**config.mk**
```make
export PLATFORM = sky130hd
export DESIGN_NAME = inst_fetch_resp_flat
export DESIGN_NICKNAME = d
export VERILOG_FILES = /design/src/rtl/inst_fetch_resp_if.sv /design/src/rtl/inst_fetch_resp.sv /design/src/flat_wrapper.sv
export SDC_FILE = /design/constraint.sdc
export NUM_CORES = 1
export LEC_CHECK = 0
export CELL_PAD_IN_SITES_DETAIL_PLACEMENT = 1
export CELL_PAD_IN_SITES_GLOBAL_PLACEMENT = 1
export CORE_MARGIN = 2
export CORE_UTILIZATION = 38
export DETAILED_ROUTE_END_ITERATION = 16
export GPL_ROUTABILITY_DRIVEN = 0
export PLACE_DENSITY = 0.88
export SETUP_SLACK_MARGIN = 0.4
export SLEW_MARGIN = 20
export SYNTH_ARGS = -nofsm -noshare
export SYNTH_HDL_FRONTEND = slang
export SYNTH_SLANG_ARGS = --single-unit
```
**constraint.sdc**
```tcl
create_clock -name clk -period 4.82 [get_ports clk]
set_clock_uncertainty 0.1 [all_clocks]
set_input_delay 0.964 -clock clk [delete_from_list [all_inputs] [get_ports clk]]
set_output_delay 0.964 -clock clk [all_outputs]
set_load 0.05 [all_outputs]
```
**src/rtl/inst_fetch_resp_if.sv**
```systemverilog
// Instruction-fetch memory read bus.
//
// Handshake: the fetch unit (master) holds mem_req high with a stable
// mem_addr until the memory (slave) pulses mem_ack for one cycle. mem_rdata
// is valid in that same cycle. There is no separate ready signal, and
// mem_ack while mem_req is low carries no meaning.
//
// Signals:
//   mem_req   master -> slave  read request
//   mem_addr  master -> slave  word-aligned read address
//   mem_ack   slave  -> master read completion
//   mem_rdata slave  -> master read data, valid with mem_ack
interface inst_fetch_resp_if;
    logic        mem_req;
    logic [31:0] mem_addr;
    logic        mem_ack;
    logic [31:0] mem_rdata;

    modport master (
        output mem_req,
        output mem_addr,
        input  mem_ack,
        input  mem_rdata
    );

    modport slave (
        input  mem_req,
        input  mem_addr,
        output mem_ack,
        output mem_rdata
    );
endinterface

```
**src/rtl/inst_fetch_resp.sv**
```systemverilog
// Instruction fetch response stage: a small direct-mapped instruction buffer
// in front of a simple request/acknowledge memory port.
//
// A hit returns the buffered word in the same cycle. A miss on an aligned pc
// issues one memory read and stalls the pipeline until it completes or times
// out. A misaligned pc never goes to memory; it fills the entry with zero and
// raises the sticky fetch_err.
//
// Build option: define IF_LINEBUF_EN for a four-entry buffer (index pc[3:2],
// tag pc[31:4]). Without it the buffer holds a single word (tag pc[31:2]).
//
// Ports:
//   clk, rst    clock; synchronous active-high reset
//   pc, ce      fetch address and fetch enable from the PC stage
//   inst        instruction for pc (zero unless inst_valid)
//   inst_valid  inst belongs to the current pc this cycle
//   stallreq    hold the PC stage
//   fetch_err   sticky error (timeout or misaligned pc), cleared by reset
//   dbg_state   FSM state: 0 = IDLE, 1 = REQ
//   mem         memory read bus (master side)
// Parameter:
//   TIMEOUT     REQ cycles to wait for mem_ack before abandoning (1..65535)
module inst_fetch_resp #(
    parameter int unsigned TIMEOUT = 255
) (
    input  logic              clk,
    input  logic              rst,
    input  logic [31:0]       pc,
    input  logic              ce,
    output logic [31:0]       inst,
    output logic              inst_valid,
    output logic              stallreq,
    output logic              fetch_err,
    output logic              dbg_state,
    inst_fetch_resp_if.master mem
);

    typedef enum logic {IDLE = 1'b0, REQ = 1'b1} state_t;

`ifdef IF_LINEBUF_EN
    localparam int ENTRIES = 4;
    localparam int IDX_W   = 2;
    localparam int TAG_W   = 28;
`else
    localparam int ENTRIES = 1;
    localparam int IDX_W   = 1;
    localparam int TAG_W   = 30;
`endif

    // The counter starts at 0 on entry to REQ, so leaving at TIMEOUT-1 gives
    // exactly TIMEOUT cycles with mem_req high.
    localparam logic [15:0] CNT_LAST = 16'(TIMEOUT - 1);

    state_t             state;
    logic [15:0]        cnt;
    logic [31:0]        req_addr;
    logic [ENTRIES-1:0] buf_valid;
    logic [TAG_W-1:0]   buf_tag  [ENTRIES];
    logic [31:0]        buf_data [ENTRIES];

    logic [IDX_W-1:0]   pc_idx;
    logic [IDX_W-1:0]   req_idx;
    logic [TAG_W-1:0]   pc_tag;
    logic [TAG_W-1:0]   req_tag;

`ifdef IF_LINEBUF_EN
    assign pc_idx  = pc[3:2];
    assign pc_tag  = pc[31:4];
    assign req_idx = req_addr[3:2];
    assign req_tag = req_addr[31:4];
`else
    assign pc_idx  = 1'b0;
    assign pc_tag  = pc[31:2];
    assign req_idx = 1'b0;
    assign req_tag = req_addr[31:2];
`endif

    logic hit;
    logic miss;
    logic misaligned;

    assign hit        = ce && buf_valid[pc_idx] && (buf_tag[pc_idx] == pc_tag);
    assign miss       = ce && !hit;
    assign misaligned = (pc[1:0] != 2'b00);

    // Buffer fill: a completed or abandoned fetch in REQ, or the zero fill
    // of a misaligned miss in IDLE. Nothing is written while in reset, which
    // also drops a late mem_ack that arrives with rst.
    logic             fill_en;
    logic [IDX_W-1:0] fill_idx;
    logic [TAG_W-1:0] fill_tag;
    logic [31:0]      fill_data;

    always_comb begin
        fill_en   = 1'b0;
        fill_idx  = pc_idx;
        fill_tag  = pc_tag;
        fill_data = '0;
        if (!rst) begin
            case (state)
                IDLE: begin
                    if (miss && misaligned) fill_en = 1'b1;
                end
                REQ: begin
                    fill_idx = req_idx;
                    fill_tag = req_tag;
                    if (mem.mem_ack) begin
                        fill_en   = 1'b1;
                        fill_data = mem.mem_rdata;
                    end else if (cnt == CNT_LAST) begin
                        fill_en = 1'b1;
                    end
                end
                default: ;
            endcase
        end
    end

    // Entry tag/data carry no reset; the valid bits alone gate their use.
    always_ff @(posedge clk) begin
        if (fill_en) begin
            buf_tag[fill_idx]  <= fill_tag;
            buf_data[fill_idx] <= fill_data;
        end
    end

    always_ff @(posedge clk) begin
        if (rst) begin
            state     <= IDLE;
            cnt       <= '0;
            req_addr  <= '0;
            buf_valid <= '0;
            fetch_err <= 1'b0;
        end else begin
            if (fill_en) buf_valid[fill_idx] <= 1'b1;
            case (state)
                IDLE: begin
                    if (miss) begin
                        if (!misaligned) begin
                            req_addr <= pc;
                            cnt      <= '0;
                            state    <= REQ;
                        end else begin
                            fetch_err <= 1'b1;
                        end
                    end
                end
                REQ: begin
                    // req_addr is frozen here, so pc changes cannot
                    // redirect the outstanding fetch.
                    if (mem.mem_ack) begin
                        state <= IDLE;
                    end else if (cnt == CNT_LAST) begin
                        fetch_err <= 1'b1;
                        state     <= IDLE;
                    end else if (cnt != 16'hFFFF) begin
                        cnt <= cnt + 16'd1;
                    end
                end
                default: state <= IDLE;
            endcase
        end
    end

    assign mem.mem_req  = (state == REQ);
    assign mem.mem_addr = (state == REQ) ? req_addr : 32'h0000_0000;
    assign inst_valid   = (state == IDLE) && hit;
    assign inst         = inst_valid ? buf_data[pc_idx] : 32'h0000_0000;
    assign stallreq     = (state == REQ) || miss;
    assign dbg_state    = (state == REQ);

endmodule

```
**src/flat_wrapper.sv**
```systemverilog
// flat-port wrapper written by rule: the top's interface ports become plain ports
module inst_fetch_resp_flat 
#(
    parameter int unsigned TIMEOUT = 255
)
  (clk, rst, pc, ce, inst, inst_valid, stallreq, fetch_err, dbg_state, mem_mem_req, mem_mem_addr, mem_mem_ack, mem_mem_rdata);
  inst_fetch_resp_if mem_i ();
  input  logic clk;
  input  logic rst;
  input  logic [31:0] pc;
  input  logic ce;
  output logic [31:0] inst;
  output logic inst_valid;
  output logic stallreq;
  output logic fetch_err;
  output logic dbg_state;
  output wire logic [$bits(mem_i.mem_req)-1:0] mem_mem_req;
  output wire logic [$bits(mem_i.mem_addr)-1:0] mem_mem_addr;
  input wire logic [$bits(mem_i.mem_ack)-1:0] mem_mem_ack;
  input wire logic [$bits(mem_i.mem_rdata)-1:0] mem_mem_rdata;
  assign mem_mem_req = mem_i.mem_req;
  assign mem_mem_addr = mem_i.mem_addr;
  assign mem_i.mem_ack = mem_mem_ack;
  assign mem_i.mem_rdata = mem_mem_rdata;
  inst_fetch_resp #(.TIMEOUT(TIMEOUT)) u_core (.clk(clk), .rst(rst), .pc(pc), .ce(ce), .inst(inst), .inst_valid(inst_valid), .stallreq(stallreq), .fetch_err(fetch_err), .dbg_state(dbg_state), .mem(mem_i));
endmodule
```
==> flow_summary_export.csv, run 1 <==
group,metric,value,unit
run_status,outcome,"finished clean",
yosys,synth_seq_cells,113,
sta,drv_slew,0,
cells_and_area,diodes,0,
global_route,antenna_found_initial,0,
place,dpl.hpwl,11500,µm
setup_path,crit_type,"input port to output pin",
yosys,synth_top_cell_by_area,"edfxtp_1",
yosys,synth_cell_types,43,
hold_path,worstHoldStart,"u_core.req_addr[29]$_SDFFE_PP0P_",
floorplan,die_y,127.0,µm
floorplan,row_count,44,
cells_and_area,area_delta_synth_final,42.82,%
routing,routedWlPerCell,18.83,µm
yosys,synth.area.top_cells,"edfxtp_1, dfxtp_1, and2_1, nand2b_1, nand2_1",
global_route,grt_pass1_wl,27120,µm
cells_and_area,final_common_cell,"clkdlybuf4s50_1",
global_route,first_global_vias,5023,
setup_path,crit_fanout,33,
yosys,seq_area_frac_synth,50.19,%
sta,rsz0062_at_grt,"false",
floorplan,ios,137,
cells_and_area,num-nets-final,771,
setup_path,startpoint,"pc[12]",
cells_and_area,final_cell_mix,"clkdlybuf4s50_1, nand2_1, and2_1, edfxtp_1, nand2b_1",
routing,drc,0,
setup_path,cp-end-kind,"output pin",
place,port_buffers,136,
setup_path,cp.arrival,3.21,ns
floorplan,die_area,16120,µm²
setup_path,crit_required,3.76,ns
job,maxCapViolCount,0,
yosys,syn_nets,641,
sta,worst_pin_slew,0.8750,ns
cts,root_buffer,"clkbuf_16",
sta,finalHoldViolCount,0,
sta,min_period,4.272,ns
sta,tns,0,ns
sta,timing.final.crit_share,88.63,%
cts,ctsHoldBuffers,0,
yosys,syn_area,5744,µm²
routing,vias,4721,
global_route,grt_usage,21.54,%
sta,setup_viol,0,
setup_path,r2r-start,"u_core.dbg_state$_SDFF_PP0_",
routing,drtIter0Drc,245,
cts,htreeDepth,4,
yosys,syn-mean-instance-area,10.06,µm²
yosys,syn_inst,571,
power,peakVddDrop,228.1,µV
cts,clkLatencyLatePin,0.41,ns
cells_and_area,drive_gt1_share,13.17,%
global_route,overflow,0,
floorplan,die_x,127.0,µm
power,p_leak,3.200,nW
cts,numCtsBuffers,17,
routing,ant_nets,0,
floorplan,initial_core_util,39.23,%
hold_path,min_path_type,"flop to flop",
place,dpl.cell_count,865,
power,power_density,309.1,nW/µm²
cts,cts_buffer_depth,2,
cts,cts.reportedPaths.clkPinSlew,0.05,ns
cts,clock_sinks,113,
routing,totalWireLength,16910,µm
yosys,ys_warn_count,0,
routing,drt-pass1-iter-count,4,
cells_and_area,fin_cells,898,
setup_path,cp-start-kind,"input port",
sta,slew_headroom,41.59,%
floorplan,fp.coreArea,14640,µm²
sta,fmax,234.1,MHz
global_route,grt_max_degree,50,
routing,post_drt_via_cell_ratio,5.257,
cts,cts_tree,"built",
yosys,synth_top_cell_area_share,32.41,%
worst max-delay path, cell delays in order:
cell             delay [ns]
clkdlybuf4s50_1        0.48
xor2_1                 0.20
or4_4                  0.53
nor4_4                 0.19
nand4_4                0.15
nor2_4                 0.14
buf_12                 0.18
and2_1                 0.21
buf_12                 0.15
layout make-up:
class	count	area, µm²
clock inverter	13	136.4
inverter	2	7.507
sequential	113	2883
clock buffer	19	454.2
fill	1574	6440
tap	184	230.2
timing repair buffer	148	1799
multi-input combinational	419	2694
state kept, by name, summed over array words and instances, names as in the netlist:
register and cells:
u_core.cnt 16, u_core.req_addr 32, u_core.buf_data 32, u_core.fetch_err 1, u_core.buf_valid 1, u_core.buf_tag 30, u_core.dbg_state 1
cells in the mapped netlist, drive strengths merged:
cell	count
nor4bb	1
and4	3
mux2i	30
xor2	14
nor3b	3
o2bb2ai	3
nand4	10
and3	41
a21oi	6
or3	2
dfxtp	51
a22o	2
nor2	12
or4	1
a21o	2
nor3	8
o41ai	1
and4b	1
inv	2
buf	9
nor2b	5
edfxtp	62
a211oi	3
nand2	100
nor4	7
and2	66
ha	2
nand2b	61
o211a	1
clkbuf	28
nand3	5
a31oi	2
xnor2	17
a221o	7
nor4b	1
mux2	2
per-stage QoR:
| stage | hold WS [ns] | utilization [%] | setup slack [ns] | instance area (µm²) | power [mW] |
|---|---|---|---|---|---|
| after floorplan | 0.3564 | - | 0.5645 | 5744 | 1.201 |
| after global placement | 0.3672 | 51.84 | 0.3338 | 7591 | 1.295 |
| after detailed placement | 0.3821 | 51.84 | 0.2075 | 7591 | 1.309 |
| after CTS | 0.3907 | 56.02 | 0.3995 | 8204 | 2.555 |
| after global routing | 0.3962 | 56.02 | 0.4582 | 8204 | 2.618 |
| final | 0.3871 | 56.02 | 0.5481 | 8204 | 2.536 |
where the power goes:
| part | total (mW) | switching (mW) | internal [mW] |
|---|---|---|---|
| Clock | 1.25 | 0.456 | 0.789 |
| Sequential | 1.08 | 0.0201 | 1.06 |
| Combinational | 0.213 | 0.111 | 0.102 |
| Total | 2.54 | 0.587 | 1.95 |
worst paths after layout:
check / slack [ns] / cells past startpoint / to
worst max-delay path: 0.55 / 9 / inst[1]
worst max register to register: 1.87 / 4 / u_core.buf_data[0][16]$_SDFFCE_PP0P_
worst min register to register: 0.39 / 2 / u_core.req_addr[29]$_SDFFE_PP0P_
worst min-delay path: 0.39 / 2 / u_core.req_addr[29]$_SDFFE_PP0P_
timing repair:
item,CTS,global route
pin swaps,1,1
setup buffers,1,0
endpoints found under the setup margin,32,32
gates resized for setup,5,0
layer usage:
metal / track usage [%] / wire [µm] / vias up
met4: 5.753 / 202 / 0
met1: 26.28 / 7212 / 2333
met2: 37.67 / 8538 / 156
li1: - / - / 2216
met3: 5.820 / 953 / 16
met5: 0 / 0 / -
cells by family after synthesis:
family	synth area share, %
and+or+nand+nor	31.65
muxes	5.620
xor gates and xnor gates	4.727
adders and majority gates	0.4356
AOI/OAI and AO/OA	4.052
DFF	50.19
buffers and inverters	3.333
No activity file was read; power rests on OpenSTA's default activity.
==> run 2, diff against run 1 <==
--- a/config.mk
+++ b/config.mk
@@ -12,6 +12,7 @@
 export DETAILED_ROUTE_END_ITERATION = 16
 export GPL_ROUTABILITY_DRIVEN = 0
 export PLACE_DENSITY = 0.88
+export REMOVE_ABC_BUFFERS = 1
 export SETUP_SLACK_MARGIN = 0.4
 export SLEW_MARGIN = 20
 export SYNTH_ARGS = -nofsm -noshare
==> run 2 against run 1 <==
  * Sequential power hardly changed
  * Critical path depth stayed put
  * Non-clock buffer count is 1 higher
  * Core utilization is 0.56 points higher
  * Hold slack hardly changed
  * Global-route usage is 0.43 points higher
  * Die area stayed put
  * Largest cell class unchanged
  * Highest routed layer unchanged
==> flow_summary_export.csv, run 2 (same netlist as run 1, synthesis figures left out) <==
group,metric,value,unit
cells_and_area,final_cell_mix,"nand2_1, clkdlybuf4s50_1, edfxtp_1",
routing,ant_nets,0,
setup_path,crit_required,3.76,ns
setup_path,r2r-start,"u_core.dbg_state$_SDFF_PP0_",
cts,cts_tree,"built",
sta,drv_slew,0,
setup_path,reg2reg_slack,1.70,ns
routing,post_drt_via_cell_ratio,5.271,
global_route,busiest_layer,"met2",
setup_path,crit_chain,"clkdlybuf4s50_1 -> xnor2_1 -> nand4_1 -> nor4_4 -> nand4_4 -> nor2_4 -> clkbuf_16 -> and2_1 -> buf_12",
sta,holdWs,0.3875,ns
cells_and_area,num-nets-final,772,
sta,min_period,4.305,ns
setup_path,cp-start-kind,"input port",
global_route,met3_usage,5.905,%
cells_and_area,drive_gt1_share,13.57,%
cts,ctsHoldBuffers,0,
setup_path,crit_buf_inv,3,
floorplan,fp.coreArea,14640,µm²
routing,routedWlPerCell,19.67,µm
power,seq_power_share,41.3,%
global_route,overflow,0,
setup_path,cp.arrival,3.24,ns
sta,setup_viol,0,
sta,fin_ws,0.5147,ns
place,dpl_cell_area,7565,µm²
floorplan,initial_core_util,39.23,%
power,peakVddDrop,205.9,µV
setup_path,cpPeakStageDelay,0.54,ns
place,dpl.hpwl,11310,µm
floorplan,row_count,44,
global_route,grt_usage,21.97,%
setup_path,startpoint,"pc[31]",
power,p_leak,3.273,nW
routing,drc,0,
cells_and_area,area_delta_synth_final,44.24,%
setup_path,ff2ff_path_depth,6,
setup_path,crit_type,"input port to output pin",
power,p_int,2.028,mW
routing,drtIter0Drc,274,
routing,vias,4739,
setup_path,timing.rr.end,"u_core.cnt[5]$_SDFFE_PP0P_",
floorplan,die_x,127.0,µm
sta,rsz0062_at_grt,"false",
floorplan,die_area,16120,µm²
job,maxCapViolCount,0,
power,power.share.clock,50.6,%
global_route,grtUsageMet2,39.15,%
sta,fmax,232.3,MHz
floorplan,die_y,127.0,µm
cells_and_area,final_common_cell,"nand2_1",
power,power_density,314.3,nW/µm²
power,p_switching,0.5757,mW
cts,root_buffer,"clkbuf_16",
place,post-place-ws,0.2391,ns
cts,htreeDepth,4,
place,port_buffers,136,
routing,totalWireLength,17690,µm
setup_path,critical-path-top-delay-family,"simple AND/OR/NAND/NOR gates",
floorplan,ios,137,
setup_path,cp_slowest_cell,"clkdlybuf4s50_1",
setup_path,path_depth,9,
power,swShare,22.11,%
cells_and_area,diodes,0,
setup_path,crit_end,"inst[2]",
cells_and_area,fill_cells,1541,
cells_and_area,reg_top3,"u_core.buf_data x32, u_core.req_addr x32, u_core.buf_tag x30",
cts,cts_buffer_depth,2,
sta,timing.final.crit_share,89.32,%
setup_path,crit_fanout,8,
cts,cts.reportedPaths.clkPinSlew,0.05,ns
routing,drt-pass1-iter-count,6,
global_route,grt_pass1_wl,27140,µm
sta,worst_pin_slew,0.9684,ns
hold_path,worstHoldStart,"u_core.req_addr[1]$_SDFFE_PP0P_",
sta,tns,0,ns
sta,slew_headroom,34.90,%
global_route,grt_max_degree,70,
power,pwr-share-comb,8.1,%
global_route,first_global_vias,5111,
sta,finalHoldViolCount,0,
setup_path,cp-end-kind,"output pin",
cts,post_cts_buffers,0,
global_route,globalRouteMet1Util,25.34,%
cts,numCtsBuffers,17,
cts,clkLatencyLatePin,0.42,ns
cells_and_area,final_area,8285,µm²
global_route,antenna_found_initial,0,
hold_path,min_path_type,"flop to flop",
cts,clock_sinks,113,
power,finalPower,2.604,mW
run_status,outcome,"finished clean",
## run 2: area by class of cell
class	instances	area [µm²]	area share, %
flip-flops and latches	113	2883	34.79
multi-input cells	419	2711	32.72
repair buffers	149	1842	22.23
clock buffers	20	446.7	5.391
well taps	184	230.2	2.779
clock inverters	12	165.2	1.993
inverters	2	7.507	0.09061
## run 2: worst register-to-register path: stages (launching register included)
cell	delay, ns
dfxtp_1	0.60
buf_4	0.46
nor2b_1	0.33
nand2_1	0.32
nor2_1	0.59
a211oi_4	0.21
a221o_1	0.40
## run 2: layer usage
layer,routed length [µm],up-vias
li1,-,2217
met1,7337,2341
met2,9167,159
met3,898,22
met4,282,0
met5,0,-
## run 2: worst min path at each step
stage	to	slack (ns)	depth (start not counted)
final	u_core.req_addr[1]$_SDFFE_PP0P_	0.39	1
after global routing	u_core.req_addr[1]$_SDFFE_PP0P_	0.40	1
after global placement	u_core.req_addr[10]$_SDFFE_PP0P_	0.37	2
after floorplan	u_core.req_addr[0]$_SDFFE_PP0P_	0.36	1
after CTS	u_core.req_addr[13]$_SDFFE_PP0P_	0.39	2
after detailed placement	u_core.req_addr[0]$_SDFFE_PP0P_	0.38	1
## run 2: timing repair
action                                 4_1_cts  5_1_grt
pin swaps                                    2        2
endpoints found under the hold margin        0        0
gates resized for setup                      5       12
setup endpoints to repair                   33       32
cloned                                       1        2
## run 2: through the flow
step / util, % / std cells
floorplan: - / 534
global placement: 51.61 / 864
detailed placement: 51.66 / 864
CTS: 55.99 / 897
global route: 56.58 / 899
finish: 56.58 / 899
## run 2: power groups by stage
stage                     combinational (mW)  clock, mW  sequential [mW]
after global placement                 0.199          0             1.09
final                                  0.211       1.32             1.08
after detailed placement               0.209          0             1.10
after CTS                              0.212       1.33             1.08
after floorplan                       0.0905          0             1.10
after global routing                   0.229       1.38             1.08
